==> config.mk <==
export PLATFORM = sky130hd
export DESIGN_NAME = calc_controller_flat
export DESIGN_NICKNAME = d
export VERILOG_FILES = /design/src/rtl/calc_controller_if.sv /design/src/rtl/calc_controller.sv /design/src/flat_wrapper.sv
export SDC_FILE = /design/constraint.sdc
export NUM_CORES = 1
export LEC_CHECK = 0
export ABC_AREA = 1
export BUFFER_PORTS_ARGS = -buffer_cell sky130_fd_sc_hd__buf_2
export CORE_MARGIN = 2
export CORE_UTILIZATION = 35
export CTS_BUF_LIST = sky130_fd_sc_hd__clkbuf_4
export DETAILED_ROUTE_END_ITERATION = 6
export SYNTH_ARGS = -nofsm -noshare
export SYNTH_HDL_FRONTEND = slang
export SYNTH_SLANG_ARGS = --single-unit
==> constraint.sdc <==
create_clock -name clk_i -period 2 [get_ports clk_i]
set_input_delay 0.4 -clock clk_i [delete_from_list [all_inputs] [get_ports clk_i]]
set_output_delay 0.4 -clock clk_i [all_outputs]
set_load 0.1 [all_outputs]
==> src/rtl/calc_controller_if.sv <==
//------------------------------------------------------------------------------
// Module      : calc_controller_if
// Description : Bus bundle between the calc_controller sequencer and its
//               environment (SRAM port, result buffer, adder operands, control).
// Revision    : 1.0 - initial release
//------------------------------------------------------------------------------
`default_nettype none

interface calc_controller_if #(
    parameter int ADDR_W        = 10,
    parameter int DATA_W        = 32,
    parameter int MEM_WORD_SIZE = 64
);
    // control and address window
    logic                     start_i;
    logic [ADDR_W-1:0]        rd_start_addr_i;
    logic [ADDR_W-1:0]        rd_end_addr_i;
    logic [ADDR_W-1:0]        wr_start_addr_i;
    logic [ADDR_W-1:0]        wr_end_addr_i;

    // data returning to the sequencer
    logic [MEM_WORD_SIZE-1:0] mem_rdata_i;
    logic [MEM_WORD_SIZE-1:0] buffer_i;

    // SRAM port
    logic                     mem_rd_en_o;
    logic                     mem_wr_en_o;
    logic [ADDR_W-1:0]        mem_addr_o;
    logic [MEM_WORD_SIZE-1:0] mem_wdata_o;

    // adder / buffer steering
    logic [DATA_W-1:0]        op_a_o;
    logic [DATA_W-1:0]        op_b_o;
    logic                     loc_sel_o;

    // status
    logic                     busy_o;
    logic                     done_o;
    logic                     overflow_o;

    // sequencer side
    modport slave (
        input  start_i, rd_start_addr_i, rd_end_addr_i, wr_start_addr_i,
               wr_end_addr_i, mem_rdata_i, buffer_i,
        output mem_rd_en_o, mem_wr_en_o, mem_addr_o, mem_wdata_o,
               op_a_o, op_b_o, loc_sel_o, busy_o, done_o, overflow_o
    );

    // environment side (SRAM, buffer, host)
    modport master (
        output start_i, rd_start_addr_i, rd_end_addr_i, wr_start_addr_i,
               wr_end_addr_i, mem_rdata_i, buffer_i,
        input  mem_rd_en_o, mem_wr_en_o, mem_addr_o, mem_wdata_o,
               op_a_o, op_b_o, loc_sel_o, busy_o, done_o, overflow_o
    );
endinterface

`default_nettype wire

==> src/rtl/calc_controller.sv <==
//------------------------------------------------------------------------------
// Module      : calc_controller
// Description : Reads {B,A} operand words from SRAM, feeds A/B to the adder,
//               steers the result buffer half via loc_sel so two sums pack
//               into one 64-bit word, and writes packed words back to SRAM.
// Revision    : 1.0 - initial release
//------------------------------------------------------------------------------
`default_nettype none

module calc_controller #(
    parameter int ADDR_W        = 10,
    parameter int DATA_W        = 32,
    parameter int MEM_WORD_SIZE = 64
) (
    input  logic             clk_i,
    input  logic             rst_ni,
    calc_controller_if.slave bus
);

    typedef enum logic [2:0] {
        S_IDLE  = 3'd0,
        S_READ  = 3'd1,
        S_WAIT  = 3'd2,
        S_ADD   = 3'd3,
        S_PAD   = 3'd4,
        S_WRITE = 3'd5,
        S_DONE  = 3'd6
    } state_t;

    state_t              state;
    state_t              state_nxt;

    logic [ADDR_W-1:0]   rd_ptr;
    logic [ADDR_W-1:0]   rd_end;
    logic [ADDR_W-1:0]   wr_ptr;
    logic [ADDR_W-1:0]   wr_end;
    logic                half;
    logic [DATA_W-1:0]   op_a;
    logic [DATA_W-1:0]   op_b;
    logic                loc_sel;
    logic                overflow;

    logic                rd_last;
    logic                wr_legal;

    assign rd_last  = (rd_ptr == rd_end);
    assign wr_legal = (wr_ptr <= wr_end);

    // State register; reset aborts any operation immediately.
    always_ff @(posedge clk_i or negedge rst_ni) begin
        if (!rst_ni) begin
            state <= S_IDLE;
        end else begin
            state <= state_nxt;
        end
    end

    // Next-state decode and per-state strobes.
    always_comb begin
        state_nxt        = state;
        bus.mem_rd_en_o  = 1'b0;
        bus.mem_wr_en_o  = 1'b0;
        bus.mem_addr_o   = '0;
        bus.mem_wdata_o  = '0;
        bus.busy_o       = 1'b1;
        bus.done_o       = 1'b0;
        case (state)
            S_IDLE: begin
                bus.busy_o = 1'b0;
                if (bus.start_i) begin
                    state_nxt = S_READ;
                end
            end
            S_READ: begin
                bus.mem_rd_en_o = 1'b1;
                bus.mem_addr_o  = rd_ptr;
                state_nxt       = S_WAIT;
            end
            S_WAIT: begin
                state_nxt = S_ADD;
            end
            S_ADD: begin
                if (half) begin
                    state_nxt = S_WRITE;
                end else if (rd_last) begin
                    state_nxt = S_PAD;
                end else begin
                    state_nxt = S_READ;
                end
            end
            S_PAD: begin
                state_nxt = S_WRITE;
            end
            S_WRITE: begin
                // Out-of-window writes are dropped; overflow records it.
                bus.mem_wr_en_o = wr_legal;
                bus.mem_addr_o  = wr_ptr;
                bus.mem_wdata_o = bus.buffer_i;
                state_nxt       = rd_last ? S_DONE : S_READ;
            end
            S_DONE: begin
                bus.done_o = 1'b1;
                state_nxt  = S_IDLE;
            end
            default: begin
                state_nxt = S_IDLE;
            end
        endcase
    end

    // Pointers, operand registers, buffer half select and sticky overflow.
    always_ff @(posedge clk_i or negedge rst_ni) begin
        if (!rst_ni) begin
            rd_ptr   <= '0;
            rd_end   <= '0;
            wr_ptr   <= '0;
            wr_end   <= '0;
            half     <= 1'b0;
            op_a     <= '0;
            op_b     <= '0;
            loc_sel  <= 1'b0;
            overflow <= 1'b0;
        end else begin
            case (state)
                S_IDLE: begin
                    if (bus.start_i) begin
                        rd_ptr   <= bus.rd_start_addr_i;
                        rd_end   <= bus.rd_end_addr_i;
                        wr_ptr   <= bus.wr_start_addr_i;
                        wr_end   <= bus.wr_end_addr_i;
                        half     <= 1'b0;
                        overflow <= 1'b0;
                    end
                end
                S_WAIT: begin
                    // Read data is valid now; present it to the adder in ADD.
                    op_a    <= bus.mem_rdata_i[DATA_W-1:0];
                    op_b    <= bus.mem_rdata_i[MEM_WORD_SIZE-1:DATA_W];
                    loc_sel <= half;
                end
                S_ADD: begin
                    if (!half) begin
                        if (rd_last) begin
                            // Odd word count: zero sum goes into the high half.
                            op_a    <= '0;
                            op_b    <= '0;
                            loc_sel <= 1'b1;
                        end else begin
                            rd_ptr <= rd_ptr + 1'b1;
                            half   <= 1'b1;
                        end
                    end
                end
                S_WRITE: begin
                    if (!wr_legal) begin
                        overflow <= 1'b1;
                    end
                    wr_ptr <= wr_ptr + 1'b1;
                    half   <= 1'b0;
                    if (!rd_last) begin
                        rd_ptr <= rd_ptr + 1'b1;
                    end
                end
                default: begin
                end
            endcase
        end
    end

    assign bus.op_a_o     = op_a;
    assign bus.op_b_o     = op_b;
    assign bus.loc_sel_o  = loc_sel;
    assign bus.overflow_o = overflow;

endmodule

`default_nettype wire
==> src/flat_wrapper.sv <==
// flat-port wrapper written by rule: the top's interface ports become plain ports
module calc_controller_flat 
#(
    parameter int ADDR_W        = 10,
    parameter int DATA_W        = 32,
    parameter int MEM_WORD_SIZE = 64
)
  (clk_i, rst_ni, bus_start_i, bus_rd_start_addr_i, bus_rd_end_addr_i, bus_wr_start_addr_i, bus_wr_end_addr_i, bus_mem_rdata_i, bus_buffer_i, bus_mem_rd_en_o, bus_mem_wr_en_o, bus_mem_addr_o, bus_mem_wdata_o, bus_op_a_o, bus_op_b_o, bus_loc_sel_o, bus_busy_o, bus_done_o, bus_overflow_o);
  calc_controller_if #(.ADDR_W(ADDR_W), .DATA_W(DATA_W), .MEM_WORD_SIZE(MEM_WORD_SIZE)) bus_i ();
  input  logic clk_i;
  input  logic rst_ni;
  input wire logic [$bits(bus_i.start_i)-1:0] bus_start_i;
  input wire logic [$bits(bus_i.rd_start_addr_i)-1:0] bus_rd_start_addr_i;
  input wire logic [$bits(bus_i.rd_end_addr_i)-1:0] bus_rd_end_addr_i;
  input wire logic [$bits(bus_i.wr_start_addr_i)-1:0] bus_wr_start_addr_i;
  input wire logic [$bits(bus_i.wr_end_addr_i)-1:0] bus_wr_end_addr_i;
  input wire logic [$bits(bus_i.mem_rdata_i)-1:0] bus_mem_rdata_i;
  input wire logic [$bits(bus_i.buffer_i)-1:0] bus_buffer_i;
  output wire logic [$bits(bus_i.mem_rd_en_o)-1:0] bus_mem_rd_en_o;
  output wire logic [$bits(bus_i.mem_wr_en_o)-1:0] bus_mem_wr_en_o;
  output wire logic [$bits(bus_i.mem_addr_o)-1:0] bus_mem_addr_o;
  output wire logic [$bits(bus_i.mem_wdata_o)-1:0] bus_mem_wdata_o;
  output wire logic [$bits(bus_i.op_a_o)-1:0] bus_op_a_o;
  output wire logic [$bits(bus_i.op_b_o)-1:0] bus_op_b_o;
  output wire logic [$bits(bus_i.loc_sel_o)-1:0] bus_loc_sel_o;
  output wire logic [$bits(bus_i.busy_o)-1:0] bus_busy_o;
  output wire logic [$bits(bus_i.done_o)-1:0] bus_done_o;
  output wire logic [$bits(bus_i.overflow_o)-1:0] bus_overflow_o;
  assign bus_i.start_i = bus_start_i;
  assign bus_i.rd_start_addr_i = bus_rd_start_addr_i;
  assign bus_i.rd_end_addr_i = bus_rd_end_addr_i;
  assign bus_i.wr_start_addr_i = bus_wr_start_addr_i;
  assign bus_i.wr_end_addr_i = bus_wr_end_addr_i;
  assign bus_i.mem_rdata_i = bus_mem_rdata_i;
  assign bus_i.buffer_i = bus_buffer_i;
  assign bus_mem_rd_en_o = bus_i.mem_rd_en_o;
  assign bus_mem_wr_en_o = bus_i.mem_wr_en_o;
  assign bus_mem_addr_o = bus_i.mem_addr_o;
  assign bus_mem_wdata_o = bus_i.mem_wdata_o;
  assign bus_op_a_o = bus_i.op_a_o;
  assign bus_op_b_o = bus_i.op_b_o;
  assign bus_loc_sel_o = bus_i.loc_sel_o;
  assign bus_busy_o = bus_i.busy_o;
  assign bus_done_o = bus_i.done_o;
  assign bus_overflow_o = bus_i.overflow_o;
  calc_controller #(.ADDR_W(ADDR_W), .DATA_W(DATA_W), .MEM_WORD_SIZE(MEM_WORD_SIZE)) u_core (.clk_i(clk_i), .rst_ni(rst_ni), .bus(bus_i));
endmodule
==> results of run 1 <==
==> worst max-delay path by stage <==
stage                startpoint                 to  slack, ns  depth (start not counted)
2_1_floorplan   u_core.state[1]  bus_mem_addr_o[1]      -0.39                          6
3_3_place_gp   u_core.wr_ptr[1]    bus_mem_wr_en_o       0.12                          7
3_5_place_dp   u_core.wr_ptr[9]    bus_mem_wr_en_o        0.1                          6
4_1_cts        u_core.wr_ptr[4]    bus_mem_wr_en_o      -0.43                          6
5_1_grt        u_core.wr_ptr[4]    bus_mem_wr_en_o      -0.58                          6
6_report       u_core.wr_end[3]    bus_mem_wr_en_o      -0.43                          8
==> placed cells by master (no fill, tap or decap), types with 2 or more instances in the layout <==
master	count
nand2_1	168
buf_16	7
nand3_2	2
clkbuf_4	10
xor2_1	2
dfrtp_1	109
buf_6	14
buf_4	42
inv_1	104
nor3_1	4
buf_8	2
nor2_4	69
a31oi_1	3
o21a_1	2
nand3_4	3
ha_1	7
inv_2	15
nor2_2	2
xnor2_1	3
inv_8	2
ha_4	5
a21oi_1	15
nand3_1	85
nand4_1	16
a21oi_2	2
nand2_2	54
clkinv_4	2
inv_6	3
buf_12	92
nand2_4	52
o22ai_4	6
nor2_1	22
o21ai_0	27
buf_2	235
o21ai_1	7
o21ai_4	4
==> timing repair <==
action	in CTS	in global routing
endpoints found under the setup margin	78	128
hold buffers	1	0
gates cloned	7	3
pin swaps	30	18
buffers inserted	30	13
endpoints found under the hold margin	29	0
gates resized for setup	57	31
==> power groups by stage <==
stage          combinational, W  clock [W]  sequential, W
2_1_floorplan           0.00769          0        0.00802
3_3_place_gp             0.0146          0        0.00410
3_5_place_dp             0.0147          0        0.00413
4_1_cts                  0.0158    0.00117        0.00404
5_1_grt                  0.0174    0.00126        0.00418
6_report                 0.0164    0.00113        0.00406
==> sequential cells by signal, summed over array words and instances (netlist names) <==
name,flops
u_core.bus.overflow_o,1
u_core.wr_ptr,10
u_core.bus.loc_sel_o,1
u_core.state,3
u_core.bus.op_b_o,32
u_core.wr_end,10
u_core.rd_end,10
u_core.half,1
u_core.bus.op_a_o,32
u_core.rd_ptr,10
==> cells by family (layout without fill, tap and decap cells) <==
kind of cell,count (synthesis),after routing,synth area share (%)
buffers and inverters,167,535,11.3
AND/OR/NAND/NOR,477,477,37.7
adder cells (fa/ha/maj),12,12,2.30
AO/OA/AOI/OAI,71,71,5.86
flip-flops,110,110,42.1
XOR/XNOR,5,5,0.670
==> metal layers <==
layer | up-vias | GRT usage, % | wire, um
met3 | 19 | 5.57 | 1380
li1 | 3331 | - | -
met2 | 225 | 38.1 | 11600
met5 | - | 0 | 0
met4 | 0 | 3.84 | 276
met1 | 3152 | 28.8 | 9520
==> synth_stat cells, drive strengths merged <==
library cell  count  area [sq um]
a21boi            1          7.51
a21oi            18          90.1
a22oi             1          7.51
a31oi             3          18.8
a32oi             1          8.76
buf              24           204
clkbuf           21          78.8
dfrtp           110          2750
ha               12           150
inv             122           458
nand2           274          1520
nand3            90           465
nand4            16           100
nor2             93           357
nor3              4          20.0
o211ai            1          7.51
o21a              2          15.0
o21ai            38           190
o22ai             6          37.5
xnor2             3          26.3
xor2              2          17.5
==> per-stage QoR <==
step | total power [W] | worst slack, ns | cell area [sq um] | setup TNS [ns] | cells
floorplan | 0.0157 | -0.388 | 7240 | -3.65 | 842
global placement | 0.0187 | 0.122 | 10200 | 0 | 1372
detailed placement | 0.0188 | 0.0970 | 10200 | 0 | 1372
finish | 0.0216 | -0.432 | 11300 | -20.13 | 1439
global route | 0.0228 | -0.583 | 11300 | -28.56 | 1439
CTS | 0.0210 | -0.426 | 11100 | -19.86 | 1426
==> worst register-to-register path, stage by stage, from the launching register on <==
cell and delay, ns:
dfrtp_1 0.45, inv_2 0.11, nand3_4 0.13, buf_12 0.17
buf_8 0.13, buf_4 0.14, nand2_2 0.17, nand3_2 0.14
buf_4 0.21, nand4_1 0.08, nand2_1 0.06
==> cell type report <==
type,instances,area [sq um]
clock buffers,10,75.1
clock inverters,6,53.8
fillers,1567,6860
inverters,122,485
multi-input cells,565,3830
flip-flops and latches,110,2750
well taps,229,287
repair buffers,395,3780
repair inverters,2,20.0
==> results.py, run 1 <==
metrics = {
    "clocking": {
        "htree_num_levels": 3,
        "insertion_delay_ns": 0.52,
        "clock_tree.root_cell": "clkbuf_4",
        "clockBufferDepth": 2,
        "clk_pin_slew_ns": 0.18,
        "cts_buffers": 9,
        "cts_tree": "done",
        "cts_num_sinks": 110,
    },
    "setup_path": {
        "cp-end-kind": "primary output",
        "required_ns": 1.60,
        "start_kind": "register",
        "critPathKind": "reg -> out",
        "crit_chain": "inv_1, ha_1, a21oi_1, o21ai_0, nand2_1, nand3_2, a21oi_4, buf_12",
        "slowest_delay_ns": 0.37,
        "r2r-start": "u_core.state[1]",
        "critPathTopFamily": "compound AO/OA/AOI/OAI gates",
        "arrival_ns": 2.03,
        "reg2regPathDepth": 10,
        "r2r-end": "u_core.rd_ptr[0]",
        "r2r_slack_ns": 0.12,
        "path_buf_inv": 2,
        "crit_fanout": 2,
        "crit_slowest_cell": "dfrtp_1",
    },
    "floorplan": {
        "coreArea_sq_um": 18100,
        "fp-row-count": 49,
        "pin_count": 315,
        "die_h_um": 141,
        "start_util_pct": 36.0,
        "die-area_sq_um": 19800,
        "die_width_um": 141,
    },
    "power": {
        "power.share.clock_pct": 5.3,
        "p_leak_nw": 5.87,
        "swShare_pct": 61.1,
        "ir_drop_v": 0.00160,
        "power_frac_seq_pct": 18.8,
        "combPwrFrac_pct": 75.9,
        "p_int_w": 0.00840,
        "p_sw_w": 0.0132,
        "power_density_nw_per_um2": 1910,
    },
    "synthesis": {
        "syn_area_sq_um": 6530,
        "synthesis.nets": 1025,
        "syn-mean-instance-area_sq_um": 7.76,
        "ys_warn_count": 0,
        "ys_seq_area_share_pct": 42.1,
        "synth-seq-cells": 110,
        "syn_inst": 842,
        "yosysUniqueCellTypes": 31,
    },
    "sta": {
        "hold_viol": 0,
        "drv_slew": 0,
        "layout_min_cycle_time_ns": 2.43,
        "finalCritPeriodShare_pct": 122,
        "finalSetupViolCount": 76,
        "rsz0062_at_grt": "yes",
        "worst_slack_ns": -0.432,
        "fmax_mhz": 411,
        "whs_ns": 0.0768,
        "worst_clock_skew_ns": 0.0299,
        "tightest_slew_ns": 0.536,
        "relSlewSlack_pct": 64.0,
    },
    "drt": {
        "num_vias": 6727,
        "drt_wl_total_um": 22800,
        "drt_iter0_drc": 363,
        "routed_via_density": 4.67,
        "drc": 0,
        "dr.pass1.iters": 6,
        "ant_nets": 0,
        "wl_per_cell_um": 15.8,
    },
    "placed_design": {
        "gp_congestion": 0.807,
        "portBuffers": 314,
        "hpwl_um": 16300,
    },
    "global_route": {
        "gr-total-overflow": 0,
        "grt_use_total_pct": 22.2,
        "grt_max_degree": 57,
        "grt_pass1_wl_um": 34800,
        "grt_antenna_before_repair": 0,
        "grt_pass1_vias": 6636,
    },
    "cells_and_area": {
        "drive_above_1_share_pct": 52.1,
        "final_util_pct": 62.2,
        "n_antenna_cell": 0,
        "syn2layout_area_growth_pct": 72.7,
        "nNetsFinal": 1388,
    },
    "run_status": {
        "violations": "setup timing",
        "status": "finished, violations left",
    },
    "worst_hold_path": {
        "min_to": "u_core.wr_end[0]",
        "hp-class": "in -> reg",
        "hold_depth": 3,
        "worstHoldStart": "bus_wr_end_addr_i[0]",
    },
    "job": {
        "maxCapViolCount": 0,
    },
}
Note: power is estimated with default switching activity, not from simulation.
==> inputs of run 2 (changes only) <==
--- a/config.mk
+++ b/config.mk
@@ -5,12 +5,14 @@
 export SDC_FILE = /design/constraint.sdc
 export NUM_CORES = 1
 export LEC_CHECK = 0
-export ABC_AREA = 1
+export ABC_AREA = 0
 export BUFFER_PORTS_ARGS = -buffer_cell sky130_fd_sc_hd__buf_2
 export CORE_MARGIN = 2
 export CORE_UTILIZATION = 35
 export CTS_BUF_LIST = sky130_fd_sc_hd__clkbuf_4
 export DETAILED_ROUTE_END_ITERATION = 6
+export PLACE_DENSITY = 0.66
+export SETUP_SLACK_MARGIN = 0.3
 export SYNTH_ARGS = -nofsm -noshare
 export SYNTH_HDL_FRONTEND = slang
 export SYNTH_SLANG_ARGS = --single-unit
==> run 2 against run 1 <==
Net effect: the run still ends with setup timing left; maximum frequency shrank 8.5%; critical endpoint unchanged; register-to-register slack lost 0.24 ns; total power grew 2.6%; sequential power is essentially flat; synthesized cell count shrank 37%.
==> results.py, run 2 <==
metrics = {
    "clocking": {
        "insertion_delay_ns": 0.49,
        "cts_buffers": 9,
        "clockBufferDepth": 2,
        "cts_num_sinks": 110,
        "htree_num_levels": 3,
        "clk_pin_slew_ns": 0.18,
        "clock_tree.root_cell": "clkbuf_4",
        "cts_tree": "done",
    },
    "sta": {
        "rsz0062_at_grt": "yes",
        "hold_viol": 0,
        "worst_slack_ns": -0.658,
        "relSlewSlack_pct": 56.8,
        "layout_min_cycle_time_ns": 2.66,
        "tightest_slew_ns": 0.648,
        "drv_slew": 0,
        "fmax_mhz": 376,
        "tns_ns": -33.84,
        "finalCritPeriodShare_pct": 133,
        "finalSetupViolCount": 147,
        "worst_clock_skew_ns": 0.0172,
    },
    "run_status": {
        "status": "finished, violations left",
        "violations": "setup timing",
    },
    "worst_hold_path": {
        "hp-class": "in -> reg",
    },
    "global_route": {
        "grt_antenna_before_repair": 2,
        "grt_max_degree": 111,
        "grt_pass1_wl_um": 33200,
        "gr-total-overflow": 0,
        "grt_pass1_vias": 6096,
        "grt_use_total_pct": 26.2,
    },
    "placed_design": {
        "hpwl_um": 14000,
        "gp_congestion": 0.827,
        "portBuffers": 314,
        "placed_cells": 1044,
        "place_ws_ns": -0.123,
    },
    "floorplan": {
        "fp-row-count": 45,
        "coreArea_sq_um": 15100,
        "die-area_sq_um": 16500,
        "start_util_pct": 35.7,
        "die_h_um": 128,
        "pin_count": 315,
        "die_width_um": 128,
    },
    "job": {
        "maxCapViolCount": 0,
    },
    "synthesis": {
        "syn-mean-instance-area_sq_um": 10.2,
        "netlist.area_leader.share_pct": 50.9,
        "ys_seq_area_share_pct": 50.9,
        "synth_top_cells_by_count": "110 x dfrtp_1, 73 x a22o_1, 66 x and2_1",
        "ys_warn_count": 0,
        "netlist_top_cells_area": "dfrtp_1 51%, a22o_1 12%, and2_1 7.6%",
        "syn_inst": 531,
        "ys.flop_type": "dfrtp_1",
        "syn_area_sq_um": 5410,
        "async_flop_share_pct": 100,
        "synth-seq-cells": 110,
        "yosysUniqueCellTypes": 49,
        "synthesis.nets": 714,
        "synth_top_area_cell": "dfrtp_1",
        "synth.most_common_cell": "dfrtp_1",
        "synth_edf_count": 0,
    },
    "setup_path": {
        "crit_fanout": 3,
        "start_kind": "register",
        "arrival_ns": 2.26,
        "critPathKind": "reg -> out",
        "required_ns": 1.60,
        "cp-end-kind": "primary output",
    },
    "cells_and_area": {
        "syn2layout_area_growth_pct": 106,
        "layoutNonFillerInstCount": 1150,
        "layout_commonest_cell": "buf_2",
        "layout_common_cells": "169 x buf_2, 118 x buf_4, 108 x dfrtp_1, 97 x buf_12, 65 x a22o_1",
        "drive_above_1_share_pct": 66.5,
        "nNetsFinal": 1139,
    },
    "power": {
        "p_leak_nw": 5.52,
        "ir_drop_v": 0.00194,
        "power_density_nw_per_um2": 1990,
    },
    "drt": {
        "drt_iter0_drc": 337,
        "num_vias": 6097,
        "drc": 0,
        "drt_wl_total_um": 23400,
        "routed_via_density": 5.30,
        "dr.pass1.iters": 5,
        "ant_nets": 0,
        "wl_per_cell_um": 20.3,
    },
}
## run 2: changes by cell type in the layout (fill, tap and decap cells not counted), moves of 64 or more
| cell | delta |
|---|---|
| and2_4 | +64 |
| buf_2 | -66 |
| nand3_1 | -79 |
| inv_1 | -93 |
| a22o_1 | +65 |
| nand2_1 | -142 |
| buf_4 | +76 |
## run 2: critical path: stages, from the launching register on
cell      delay (ns)
dfrtp_1         0.46
ha_4            0.29
nand2_4         0.06
nor4_4          0.30
a221oi_2        0.10
a31oi_1         0.20
buf_4           0.16
nor2_4          0.04
buf_12          0.15
## run 2: report_power, final
| group | switching (W) | internal [W] |
|---|---|---|
| Clock | 0.000793 | 0.000263 |
| Combinational | 0.0108 | 0.00629 |
| Sequential | 0.000745 | 0.00329 |
| Total | 0.0123 | 0.00984 |
## run 2: cells by family after synthesis
group	after synthesis	share of synthesized area, %
and+or+nand+nor	193	18.3
AOI/OAI and AO/OA	150	21.3
DFF	110	50.9
buffers and inverters	55	4.95
adders and majority gates	12	2.78
xor gates and xnor gates	11	1.78
## run 2: metrics by stage
stage	power, W	cell area (sq um)	hold slack [ns]	util, %
3_3_place_gp	0.0173	8960	0.478	59.2
2_1_floorplan	0.0140	5860	0.104	-
6_report	0.0221	11100	0.0989	73.5
5_1_grt	0.0229	11100	0.0907	73.5
4_1_cts	0.0212	10700	0.0878	71.0
3_5_place_dp	0.0175	8960	0.476	59.2
## run 2: layer usage
metal  GRT usage (%)  up-vias  routed length, um
met4            14.5        0               1170
met2            46.4      348              12100
met3            4.88       73               1650
met5               0        -                  0
li1                -     2740                  -
met1            29.8     2936               8430
## run 2: cell type report
| cell class | count | area, sq um |
|---|---|---|
| diodes | 2 | 5.00 |
| flip-flops and latches | 110 | 2760 |
| inverters | 16 | 62.6 |
| clock inverters | 6 | 46.3 |
| multi-input cells | 366 | 3160 |
| well taps | 188 | 235 |
| clock buffers | 9 | 67.6 |
| repair buffers | 453 | 4800 |
| fillers | 957 | 4020 |
## run 2: what timing repair did
item                       in CTS  in global routing
resized for setup             190                 51
setup endpoints to repair     231                197
buffers inserted               54                 11
hold endpoints to repair       35                  0
hold buffers                    1                  0
gates cloned                   20                  3
pin swaps                      68                 46
## run 2: worst paths after layout
kind | from | endpoint | slack (ns) | cells past startpoint
setup reg to reg | u_core.state[1] | u_core.wr_ptr[9] | -0.12 | 9
max in group asynchronous | rst_ni | u_core.state[1] | 0.97 | 3
setup / recovery | u_core.wr_ptr[8] | bus_mem_wr_en_o | -0.66 | 8
hold reg to reg | u_core.bus.op_a_o[18] | u_core.bus.op_a_o[18] | 0.52 | 1
min in group asynchronous | rst_ni | u_core.wr_ptr[2] | 0.45 | 3
hold / removal | bus_rd_end_addr_i[9] | u_core.rd_end[9] | 0.1 | 3
==> inputs of run 3 (changes only) <==
--- a/config.mk
+++ b/config.mk
@@ -11,7 +11,8 @@
 export CORE_UTILIZATION = 35
 export CTS_BUF_LIST = sky130_fd_sc_hd__clkbuf_4
 export DETAILED_ROUTE_END_ITERATION = 6
-export PLACE_DENSITY = 0.66
+export HOLD_SLACK_MARGIN = 0.05
+export PLACE_DENSITY = 0.65
 export SETUP_SLACK_MARGIN = 0.3
 export SYNTH_ARGS = -nofsm -noshare
 export SYNTH_HDL_FRONTEND = slang
==> run 3 against run 2 <==
Net effect: via count up 2.7%; non-clock buffer count up 19; count of clock-buffer cells in the layout unchanged; first-iteration DRC count up 7.7%; combinational power up 2%; global-route usage up 1.8 points; critical path type unchanged; setup slack worse by 0.024 ns; sequential share of layout area down 0.85 points; the run still ends with setup timing left; utilization up 2.6 points.
==> results.py, run 3 (same netlist as run 2, synthesis figures left out) <==
metrics = {
    "cells_and_area": {
        "layoutNonFillerInstCount": 1169,
        "syn2layout_area_growth_pct": 113,
        "multiInputGateArea_sq_um": 3240,
        "drive_above_1_share_pct": 68.2,
        "layout_commonest_cell": "buf_2",
        "layout_common_cells": "169 x buf_2, 130 x buf_4, 107 x dfrtp_1, 100 x buf_12, 65 x a22o_1",
        "seqCellArea_sq_um": 2760,
        "fillerInstances": 870,
        "final_cell_area_sq_um": 11500,
        "nNetsFinal": 1159,
    },
    "placed_design": {
        "dpl_cell_area_sq_um": 8960,
        "gp_congestion": 0.862,
        "placed_cells": 1045,
        "hpwl_um": 14400,
        "portBuffers": 314,
    },
    "drt": {
        "num_vias": 6262,
        "drt_wl_total_um": 25300,
        "drt_iter0_drc": 363,
        "routed_via_density": 5.36,
        "m1WireLength_um": 8610,
        "dr.pass1.iters": 4,
        "drc": 0,
        "routed-wl-met3_um": 2010,
        "ant_nets": 0,
        "wl_met2_um": 13300,
        "top_layer": "met4",
        "wl_per_cell_um": 21.6,
    },
    "power": {
        "swShare_pct": 55.4,
        "p_leak_nw": 5.67,
        "power.share.clock_pct": 4.6,
        "power_frac_seq_pct": 17.9,
        "combPwrFrac_pct": 77.5,
        "p_int_w": 0.0101,
        "ir_drop_v": 0.00167,
        "power.total_w": 0.0226,
        "p_sw_w": 0.0125,
        "power_density_nw_per_um2": 1960,
    },
    "sta": {
        "drv_slew": 0,
        "worst_clock_skew_ns": 0.0259,
        "tightest_slew_ns": 0.662,
        "relSlewSlack_pct": 55.9,
        "fmax_mhz": 373,
        "whs_ns": 0.0990,
        "finalSetupViolCount": 183,
        "finalCritPeriodShare_pct": 134,
        "layout_min_cycle_time_ns": 2.68,
        "rsz0062_at_grt": "yes",
        "worst_slack_ns": -0.682,
        "hold_viol": 0,
    },
    "setup_path": {
        "cp-end-kind": "primary output",
        "required_ns": 1.60,
        "crit_fanout": 2,
        "arrival_ns": 2.28,
        "start_kind": "register",
        "critPathKind": "reg -> out",
    },
    "run_status": {
        "status": "finished, violations left",
        "violations": "setup timing",
    },
    "clocking": {
        "insertion_delay_ns": 0.48,
        "clockBufferDepth": 2,
        "cts_num_sinks": 110,
        "clock_tree.root_cell": "clkbuf_4",
        "htree_num_levels": 3,
        "clk_pin_slew_ns": 0.18,
        "cts_tree": "done",
        "cts_buffers": 9,
    },
    "worst_hold_path": {
        "hp-class": "in -> reg",
    },
    "floorplan": {
        "die_h_um": 128,
        "start_util_pct": 35.7,
        "coreArea_sq_um": 15100,
        "pin_count": 315,
        "die_width_um": 128,
        "fp-row-count": 45,
        "die-area_sq_um": 16500,
    },
    "job": {
        "maxCapViolCount": 0,
    },
    "global_route": {
        "grt_pass1_wl_um": 35100,
        "grt_antenna_before_repair": 2,
        "gr-total-overflow": 0,
        "grt_use_total_pct": 28.0,
        "grt_pass1_vias": 6368,
        "grt_max_degree": 111,
    },
}
run 3: path summary, 6_finish.rpt:
check | end | from | slack (ns) | cells after the start
worst max-delay path | bus_mem_wr_en_o | u_core.wr_ptr[3] | -0.68 | 8
worst min-delay path | u_core.rd_end[7] | bus_rd_end_addr_i[7] | 0.1 | 3
worst max register to register | u_core.wr_ptr[6] | u_core.state[1] | -0.27 | 12
worst min register to register | u_core.rd_end[2] | u_core.rd_end[2] | 0.51 | 2
max in group asynchronous | u_core.state[2] | rst_ni | 0.93 | 3
min in group asynchronous | u_core.rd_ptr[5] | rst_ni | 0.47 | 3
run 3: routing by layer:
| layer | global-route usage, % | up-vias |
|---|---|---|
| met4 | 13.4 | 0 |
| met3 | 5.68 | 86 |
| met1 | 30.7 | 2983 |
| met2 | 51.5 | 407 |
| met5 | 0 | - |
| li1 | - | 2786 |
run 3: stage by stage:
stage                     TNS [ns]  worst slack, ns  utilization (%)
after floorplan             -0.120           -0.120                -
after global placement      -0.107           -0.107             59.1
after detailed placement    -0.129           -0.129             59.1
after CTS                   -35.93           -0.614             72.9
after global routing        -53.28           -0.785             76.1
final                       -42.36           -0.682             76.1
run 3: area by class of cell:
| cell class | instances | area share (%) |
|---|---|---|
| repair buffers | 472 | 44.4 |
| multi-input cells | 367 | 28.1 |
| flip-flops and latches | 110 | 23.9 |
| well taps | 188 | 2.04 |
| clock buffers | 9 | 0.586 |
| inverters | 16 | 0.564 |
| clock inverters | 5 | 0.391 |
| diodes | 2 | 0.0434 |
run 3: power groups by stage:
stage	Combinational (W)	Sequential (W)	Clock [W]
after floorplan	0.00555	0.00849	0
after global placement	0.0134	0.00399	0
after detailed placement	0.0136	0.00395	0
after CTS	0.0164	0.00399	0.00105
after global routing	0.0182	0.00414	0.00114
final	0.0175	0.00405	0.00104
run 3: worst max-delay path: stages, from the launching register on:
cell      delay, ns
dfrtp_2        0.48
ha_4           0.29
nand2_4        0.05
nor4_4         0.31
a221oi_1       0.14
a31oi_1        0.17
buf_4          0.15
nor2_4         0.04
buf_12         0.15
run 3: what timing repair did:
action                     CTS  global route
buffers inserted            61            17
gates cloned                26             3
hold buffers                 1             0
setup endpoints to repair  244           188
pin swaps                   62            34
hold endpoints to repair   110             0
gates resized for setup    214            65
